File: src/rtl/vsum_pkg.sv
// -----------------------------------------------------------------------------
// vsum_pkg
// Shared definitions for the vector-sum accumulator slice.
//   LANES_D, WIDTH_D, CNT_W_D : default lane count, lane width, beat-counter width
//   acc_w_f()                 : accumulator width that cannot overflow for a
//                               maximum-length job of worst-case lanes
//   vsum_state_t              : accumulator FSM states
// -----------------------------------------------------------------------------
package vsum_pkg;

   localparam int LANES_D = 4;
   localparam int WIDTH_D = 8;
   localparam int CNT_W_D = 8;

   // Lane width, plus growth from summing the lanes of one beat,
   // plus growth from summing up to 2**cnt_w - 1 beats.
   function automatic int acc_w_f(input int lanes, input int width, input int cnt_w);
      return width + $clog2(lanes) + cnt_w;
   endfunction

   typedef enum logic [1:0] {
      IDLE = 2'd0,
      ACC  = 2'd1,
      DONE = 2'd2
   } vsum_state_t;

endpackage

File: src/rtl/vsum_acc_lane_sum.sv
// -----------------------------------------------------------------------------
// vlane_sum
// Combinational reduction of one vector beat to a single signed sum.
// Each lane is sign-extended to the full output width before adding, so the
// sum is exact for any lane values.
//   data_i : LANES*WIDTH packed lanes, lane i at [i*WIDTH +: WIDTH], two's complement
//   sum_o  : ACC_W-bit signed sum of all lanes
// -----------------------------------------------------------------------------
module vlane_sum
   import vsum_pkg::*;
#(
   parameter int LANES = LANES_D,
   parameter int WIDTH = WIDTH_D,
   parameter int ACC_W = acc_w_f(LANES_D, WIDTH_D, CNT_W_D)
) (
   input  logic        [LANES*WIDTH-1:0] data_i,
   output logic signed [ACC_W-1:0]       sum_o
);

   logic signed [WIDTH-1:0] lane;
   logic signed [ACC_W-1:0] sum;

   always_comb begin
      lane = '0;
      sum  = '0;
      for (int i = 0; i < LANES; i++) begin
         lane = data_i[i*WIDTH +: WIDTH];
         // Size cast of a signed operand sign-extends it.
         sum  = sum + ACC_W'(lane);
      end
   end

   assign sum_o = sum;

endmodule

File: src/rtl/vsum_acc.sv
// -----------------------------------------------------------------------------
// vsum_acc
// Accumulates a programmed number of vector beats into one signed result.
// A job starts with a start pulse (len beats, len may be 0), consumes beats
// over a valid/ready input, and presents the full-precision sum on a
// valid/ready output. Throughput is one beat per cycle; the result appears
// the cycle after the last beat is accepted.
//   clock     : rising-edge clock
//   reset     : synchronous, active-high; abandons any job in flight
//   start     : job start pulse, honoured only in IDLE
//   len       : beats in the job, sampled with start
//   in_valid  : upstream beat valid
//   in_ready  : beat accepted this cycle when in_valid is also high
//   in_data   : LANES packed signed lanes
//   out_valid : result valid, held until out_ready
//   out_ready : downstream accepts the result
//   result    : signed accumulated sum
//   busy      : job in progress (ACC or DONE)
// All outputs come straight from flops.
// -----------------------------------------------------------------------------
module vsum_acc
   import vsum_pkg::*;
#(
   parameter int LANES = LANES_D,
   parameter int WIDTH = WIDTH_D,
   parameter int CNT_W = CNT_W_D,
   parameter int ACC_W = acc_w_f(LANES, WIDTH, CNT_W)
) (
   input  logic                     clock,
   input  logic                     reset,
   input  logic                     start,
   input  logic [CNT_W-1:0]         len,
   input  logic                     in_valid,
   output logic                     in_ready,
   input  logic [LANES*WIDTH-1:0]   in_data,
   output logic                     out_valid,
   input  logic                     out_ready,
   output logic signed [ACC_W-1:0]  result,
   output logic                     busy
);

   vsum_state_t             state_q, state_d;
   logic [CNT_W-1:0]        cnt_q, cnt_d;
   logic signed [ACC_W-1:0] acc_q, acc_d;
   logic signed [ACC_W-1:0] result_q;
   logic                    in_ready_q;
   logic                    out_valid_q;
   logic                    busy_q;
   logic signed [ACC_W-1:0] beat_sum;
   logic                    beat_accept;
   logic                    out_accept;

   vlane_sum #(
      .LANES (LANES),
      .WIDTH (WIDTH),
      .ACC_W (ACC_W)
   ) u_lane_sum (
      .data_i (in_data),
      .sum_o  (beat_sum)
   );

   // in_ready_q / out_valid_q are exactly "in ACC" / "in DONE", so the
   // handshakes can be qualified with the registered copies.
   assign beat_accept = in_valid && in_ready_q;
   assign out_accept  = out_valid_q && out_ready;

   always_comb begin
      state_d = state_q;
      cnt_d   = cnt_q;
      acc_d   = acc_q;
      unique case (state_q)
         IDLE: begin
            if (start) begin
               acc_d = '0;
               if (len != '0) begin
                  cnt_d   = len;
                  state_d = ACC;
               end else begin
                  // Empty job: go straight to DONE with a zero result.
                  state_d = DONE;
               end
            end
         end
         ACC: begin
            if (beat_accept) begin
               acc_d = acc_q + beat_sum;
               cnt_d = cnt_q - CNT_W'(1);
               if (cnt_q == CNT_W'(1)) begin
                  state_d = DONE;
               end
            end
         end
         DONE: begin
            // A start arriving with out_ready here is deliberately dropped.
            if (out_accept) begin
               state_d = IDLE;
            end
         end
         default: state_d = IDLE;
      endcase
   end

   // Outputs are registered from the next state so they line up with state_q.
   always_ff @(posedge clock) begin
      if (reset) begin
         state_q     <= IDLE;
         cnt_q       <= '0;
         acc_q       <= '0;
         result_q    <= '0;
         in_ready_q  <= 1'b0;
         out_valid_q <= 1'b0;
         busy_q      <= 1'b0;
      end else begin
         state_q     <= state_d;
         cnt_q       <= cnt_d;
         acc_q       <= acc_d;
         in_ready_q  <= (state_d == ACC);
         out_valid_q <= (state_d == DONE);
         busy_q      <= (state_d != IDLE);
         // acc does not move in DONE, so result stays stable during a stall.
         if (state_d == DONE) begin
            result_q <= acc_d;
         end
      end
   end

   assign in_ready  = in_ready_q;
   assign out_valid = out_valid_q;
   assign busy      = busy_q;
   assign result    = result_q;

endmodule

File: config.mk
export PLATFORM = sky130hd
export DESIGN_NAME = vsum_acc
export DESIGN_NICKNAME = d
export VERILOG_FILES = /design/src/rtl/vsum_pkg.sv /design/src/rtl/vsum_acc_lane_sum.sv /design/src/rtl/vsum_acc.sv
export SDC_FILE = /design/constraint.sdc
export NUM_CORES = 1
export LEC_CHECK = 0
export ABC_AREA = 1
export ABC_CLOCK_PERIOD_IN_PS = 9200
export CORE_MARGIN = 4
export CORE_UTILIZATION = 50
export DETAILED_ROUTE_END_ITERATION = 16
export PLACE_DENSITY = 0.85
export SYNTH_ARGS = -nofsm -noshare
export SYNTH_HDL_FRONTEND = slang
export SYNTH_SLANG_ARGS = --single-unit
export TNS_END_PERCENT = 1
File: constraint.sdc
create_clock -name clock -period 9.2 [get_ports clock]
set_input_delay 1.84 -clock clock [delete_from_list [all_inputs] [get_ports clock]]
set_output_delay 1.84 -clock clock [all_outputs]
set_load 0.03 [all_outputs]
==> Flow_metrics.wiki <==
{| class="wikitable"
! Metric !! Value
|-
| Clock Skews || roughly 0.0092 ns
|-
| Number of cells in the design after placement || 750
|-
| Share of layout cells above drive strength 1 || 0.0504
|-
| Number of distinct library cells after synthesis || 40
|-
| Register-to-Register Path Depth || 18
|-
| Port-buffer cells || 65
|-
| Leakage power || about 2.4 nW
|-
| Antenna violation net count after detailed routing || 0
|-
| Placeable Area || just under 8000 um^2
|-
| Die ar. || approximately 10000 um^2
|-
| RSZ-0062 raised after global routing || false
|-
| Cell taking the most area after synthesis || sky130_fd_sc_hd__dfxtp_1
|-
| Layout-stage area growth over the synthesis result || 19.5%
|-
| Endpoint of the worst hold path || cnt_q[5]
|-
| Count of pins on the block boundary || 66
|-
| Later-pin clock latency in the skew report || roughly 0.3 ns
|-
| Placer Congestion || just over 0.9
|-
| Post-Syn Nets || between 600 and 700
|-
| Worst Path Class, Setup || in2reg
|-
| Post-synth EDFFs || 0
|-
| Initial antenna violation count || 0
|-
| Final clock period utilization by the worst path || 0.669
|-
| Top achievable clock speed || around 0.16 GHz
|-
| Average via count per standard cell || 5.25
|-
| Number of DRC markers in iteration 0 || ~150
|-
| Multi-input gate area in the final layout || around 2700 um^2
|-
| Type of element capturing the critical path || flop
|-
| Number of DRC violations after detailed routing || 0
|-
| Number of buffers inserted for hold repair after clock tree synthesis || 0
|-
| Worst Max-Slew Pin Slew || between 0.9 and 1 ns
|-
| Async set or reset register ratio after synthesis || 0
|-
| Main synth FF type || sky130_fd_sc_hd__dfxtp_1
|-
| Area after DPL || 4840 um^2
|-
| First-pass detailed-route iteration total || 5
|-
| Sequential fraction of the synthesis area || 0.237
|-
| Count of max-cap constraint violations || 0
|-
| Aggregate global routing overflow || 0
|-
| CTS H-Tree Depth || 2
|-
| Rows || 32
|-
| Shortest period the worst path allows || between 6 and 7 ns
|-
| Height of the chip || around 99 um
|-
| Crit-path max FO || 9
|-
| Worst hold path type || reg2reg
|-
| Most common cell in the synthesized netlist || sky130_fd_sc_hd__nand2_1
|-
| Max IR drop VDD || ~0.088 mV
|-
| Number of antenna diodes || 0
|-
| Clock buffer count from CTS || 5
|-
| Largest net degree at the start of global routing || 37
|-
| Critical path launch point type || primary input
|-
| Top cells by area in the synthesized netlist || sky130_fd_sc_hd__dfxtp_1 (24%), sky130_fd_sc_hd__fa_1 (13%), sky130_fd_sc_hd__nand2_1 (12%)
|-
| Clock transition at the registers of the reported paths || 0.09 ns
|-
| Count of state elements after synthesis || 49
|-
| RR Startpoint || acc_q[1]
|-
| Final slew viol count || 0
|-
| Launch instance of the worst min-delay path || cnt_q[5]
|-
| WL per Instance || approximately 13 um
|-
| Sequential standard cell area || ~980 um^2
|-
| Relative slew slack || 0.331
|-
| Worst EP arrival || about 6.4 ns
|-
| Final Net Count || roughly 750
|-
| Layout fillers || about 720
|-
| Final standard cell utilization of the core || 0.627
|-
| DP HPWL || 8150 um
|-
| Hold Path Depth || 2
|-
| Post-cts sizing count || 0
|-
| Final sum of negative setup slack || 0 ns
|-
| Initial cell density of the core || 0.525
|-
| Hold Vio Cnt, Final || 0
|-
| Flop-to-flop setup slack || roughly 6.4 ns
|-
| Die Span X || a little under 100 um
|-
| Post-CTS setup buffers || 0
|-
| Cells after Synth || just under 600
|-
| Endpoint of the most critical register-to-register path || result[13]
|-
| Clock tree from TritonCTS || done
|-
| Global-route usage over all layers || 0.215
|-
| Fin area || roughly 4900 um^2
|-
| Power density relative to cell area || 182 nW/um^2
|-
| Final standard cell count with taps included and fillers excluded || about 760
|-
| Top cells by instance count after synthesis || sky130_fd_sc_hd__nand2_1 (136), sky130_fd_sc_hd__inv_1 (97), sky130_fd_sc_hd__nor2_1 (54), sky130_fd_sc_hd__dfxtp_1 (49), sky130_fd_sc_hd__nand3_1 (49)
|-
| Required time reported for the critical path endpoint || between 9 and 10 ns
|-
| Vias in the first global route || approximately 4,000
|-
| Aggregate routed wire length || between 10,000 and 15,000 um
|-
| Clock root buffer || sky130_fd_sc_hd__clkbuf_8
|-
| Outcome || finished clean
|-
| Clock tree buffer depth || 2
|-
| Synth warnings || 0
|-
| Avg Inst Size Synth || between 6 and 7 um^2
|-
| Wire length of the first global-routing pass || about 18,000 um
|-
| TritonCTS Sinks || a little under 50
|-
| Synthesized area || 4140 um^2
|-
| Routed via count || around 4,000
|-
| Final setup violation count || 0
|-
| Proportion of netlist area held by the largest area contributor || 0.237
|}
-- registers in the layout, indices dropped and copies added, names as in the netlist --
name and cells:
in_ready 1, busy 1, acc_q 18, out_valid 1
result 18, state_q 2, cnt_q 8
-- critical path: stages --
cell and delay, ns:
sky130_fd_sc_hd__clkdlybuf4s50_1 0.45, sky130_fd_sc_hd__inv_1 0.05, sky130_fd_sc_hd__fa_1 0.53, sky130_fd_sc_hd__inv_1 0.04, sky130_fd_sc_hd__ha_1 0.21, sky130_fd_sc_hd__fa_1 0.40
sky130_fd_sc_hd__nand3_1 0.10, sky130_fd_sc_hd__nand2_1 0.11, sky130_fd_sc_hd__nand2_1 0.12, sky130_fd_sc_hd__nand3_1 0.11, sky130_fd_sc_hd__nand2_1 0.39, sky130_fd_sc_hd__fa_1 0.50
sky130_fd_sc_hd__ha_1 0.36, sky130_fd_sc_hd__nand2_1 0.14, sky130_fd_sc_hd__inv_1 0.06, sky130_fd_sc_hd__a21oi_1 0.20, sky130_fd_sc_hd__nand3_1 0.13, sky130_fd_sc_hd__or2_2 0.29
sky130_fd_sc_hd__nand3_1 0.11, sky130_fd_sc_hd__nand3_1 0.10, sky130_fd_sc_hd__nand2_1 0.08, sky130_fd_sc_hd__inv_1 0.03
-- power by group --
group / internal (mW) / switching (mW)
clock: 0.0791 / 0.0697
sequential: 0.220 / 0.00747
combinational: 0.200 / 0.325
-- routing by layer --
| metal | global-route usage | vias up | routed length, um |
|---|---|---|---|
| met2 | 0.388 | 115 | 5110 |
| li1 | - | 2005 | - |
| met3 | 0.0361 | 26 | 478 |
| met4 | 0.0599 | 0 | 240 |
| met1 | 0.263 | 1831 | 4230 |
| met5 | 0 | - | 0 |
-- how the worst max path moves through the flow --
stage,start,end,cells after the start,slack [ns]
after CTS,in_data[1],result[10],22,3.02
final,in_data[1],result[10],22,3.04
after global placement,in_data[1],result[10],22,2.80
after global routing,in_data[1],result[10],22,2.68
after floorplan,in_data[1],result[10],21,3.68
after detailed placement,in_data[1],result[10],22,2.70
-- cell families after synthesis --
logic type / synth area share
AND/OR/NAND/NOR: 0.289
buffers and inverters: 0.113
AO/OA/AOI/OAI: 0.127
adder cells (fa/ha/maj): 0.209
flip-flops: 0.237
XOR/XNOR: 0.0254
-- through the flow --
stage	hold slack, ns	worst slack, ns	total power, mW
2_1_floorplan	0.452	3.68	0.630
3_3_place_gp	0.468	2.80	0.743
3_5_place_dp	0.485	2.70	0.755
4_1_cts	0.500	3.02	0.905
5_1_grt	0.545	2.68	0.992
6_report	0.499	3.04	0.902
-- cells in the final DEF (no fill, tap or decap), types with 2 or more instances in the layout --
master	instances
sky130_fd_sc_hd__nor2_8	2
sky130_fd_sc_hd__ha_1	26
sky130_fd_sc_hd__nand3b_1	2
sky130_fd_sc_hd__clkbuf_8	5
sky130_fd_sc_hd__o21ai_0	19
sky130_fd_sc_hd__a31oi_1	6
sky130_fd_sc_hd__clkdlybuf4s50_1	65
sky130_fd_sc_hd__nand4_1	3
sky130_fd_sc_hd__fa_1	27
sky130_fd_sc_hd__inv_1	97
sky130_fd_sc_hd__nor2_1	54
sky130_fd_sc_hd__or2_1	2
sky130_fd_sc_hd__o211ai_1	2
sky130_fd_sc_hd__nor3_1	5
sky130_fd_sc_hd__xor2_1	8
sky130_fd_sc_hd__or2_2	7
sky130_fd_sc_hd__o21ai_1	18
sky130_fd_sc_hd__nand3_1	49
sky130_fd_sc_hd__a211oi_1	2
sky130_fd_sc_hd__nand2_1	136
sky130_fd_sc_hd__nand2_2	4
sky130_fd_sc_hd__a21oi_1	44
sky130_fd_sc_hd__xnor2_1	4
sky130_fd_sc_hd__dfxtp_1	49
sky130_fd_sc_hd__inv_2	5
-- cell type report --
type,instances,share of cell area
tap,102,0.0258
timing repair buffer,65,0.132
sequential,49,0.198
multi-input combinational,430,0.544
inverter,104,0.0794
clock buffer,5,0.0139
clock inverter,2,0.00708
Note: power is estimated with default switching activity, not from simulation.
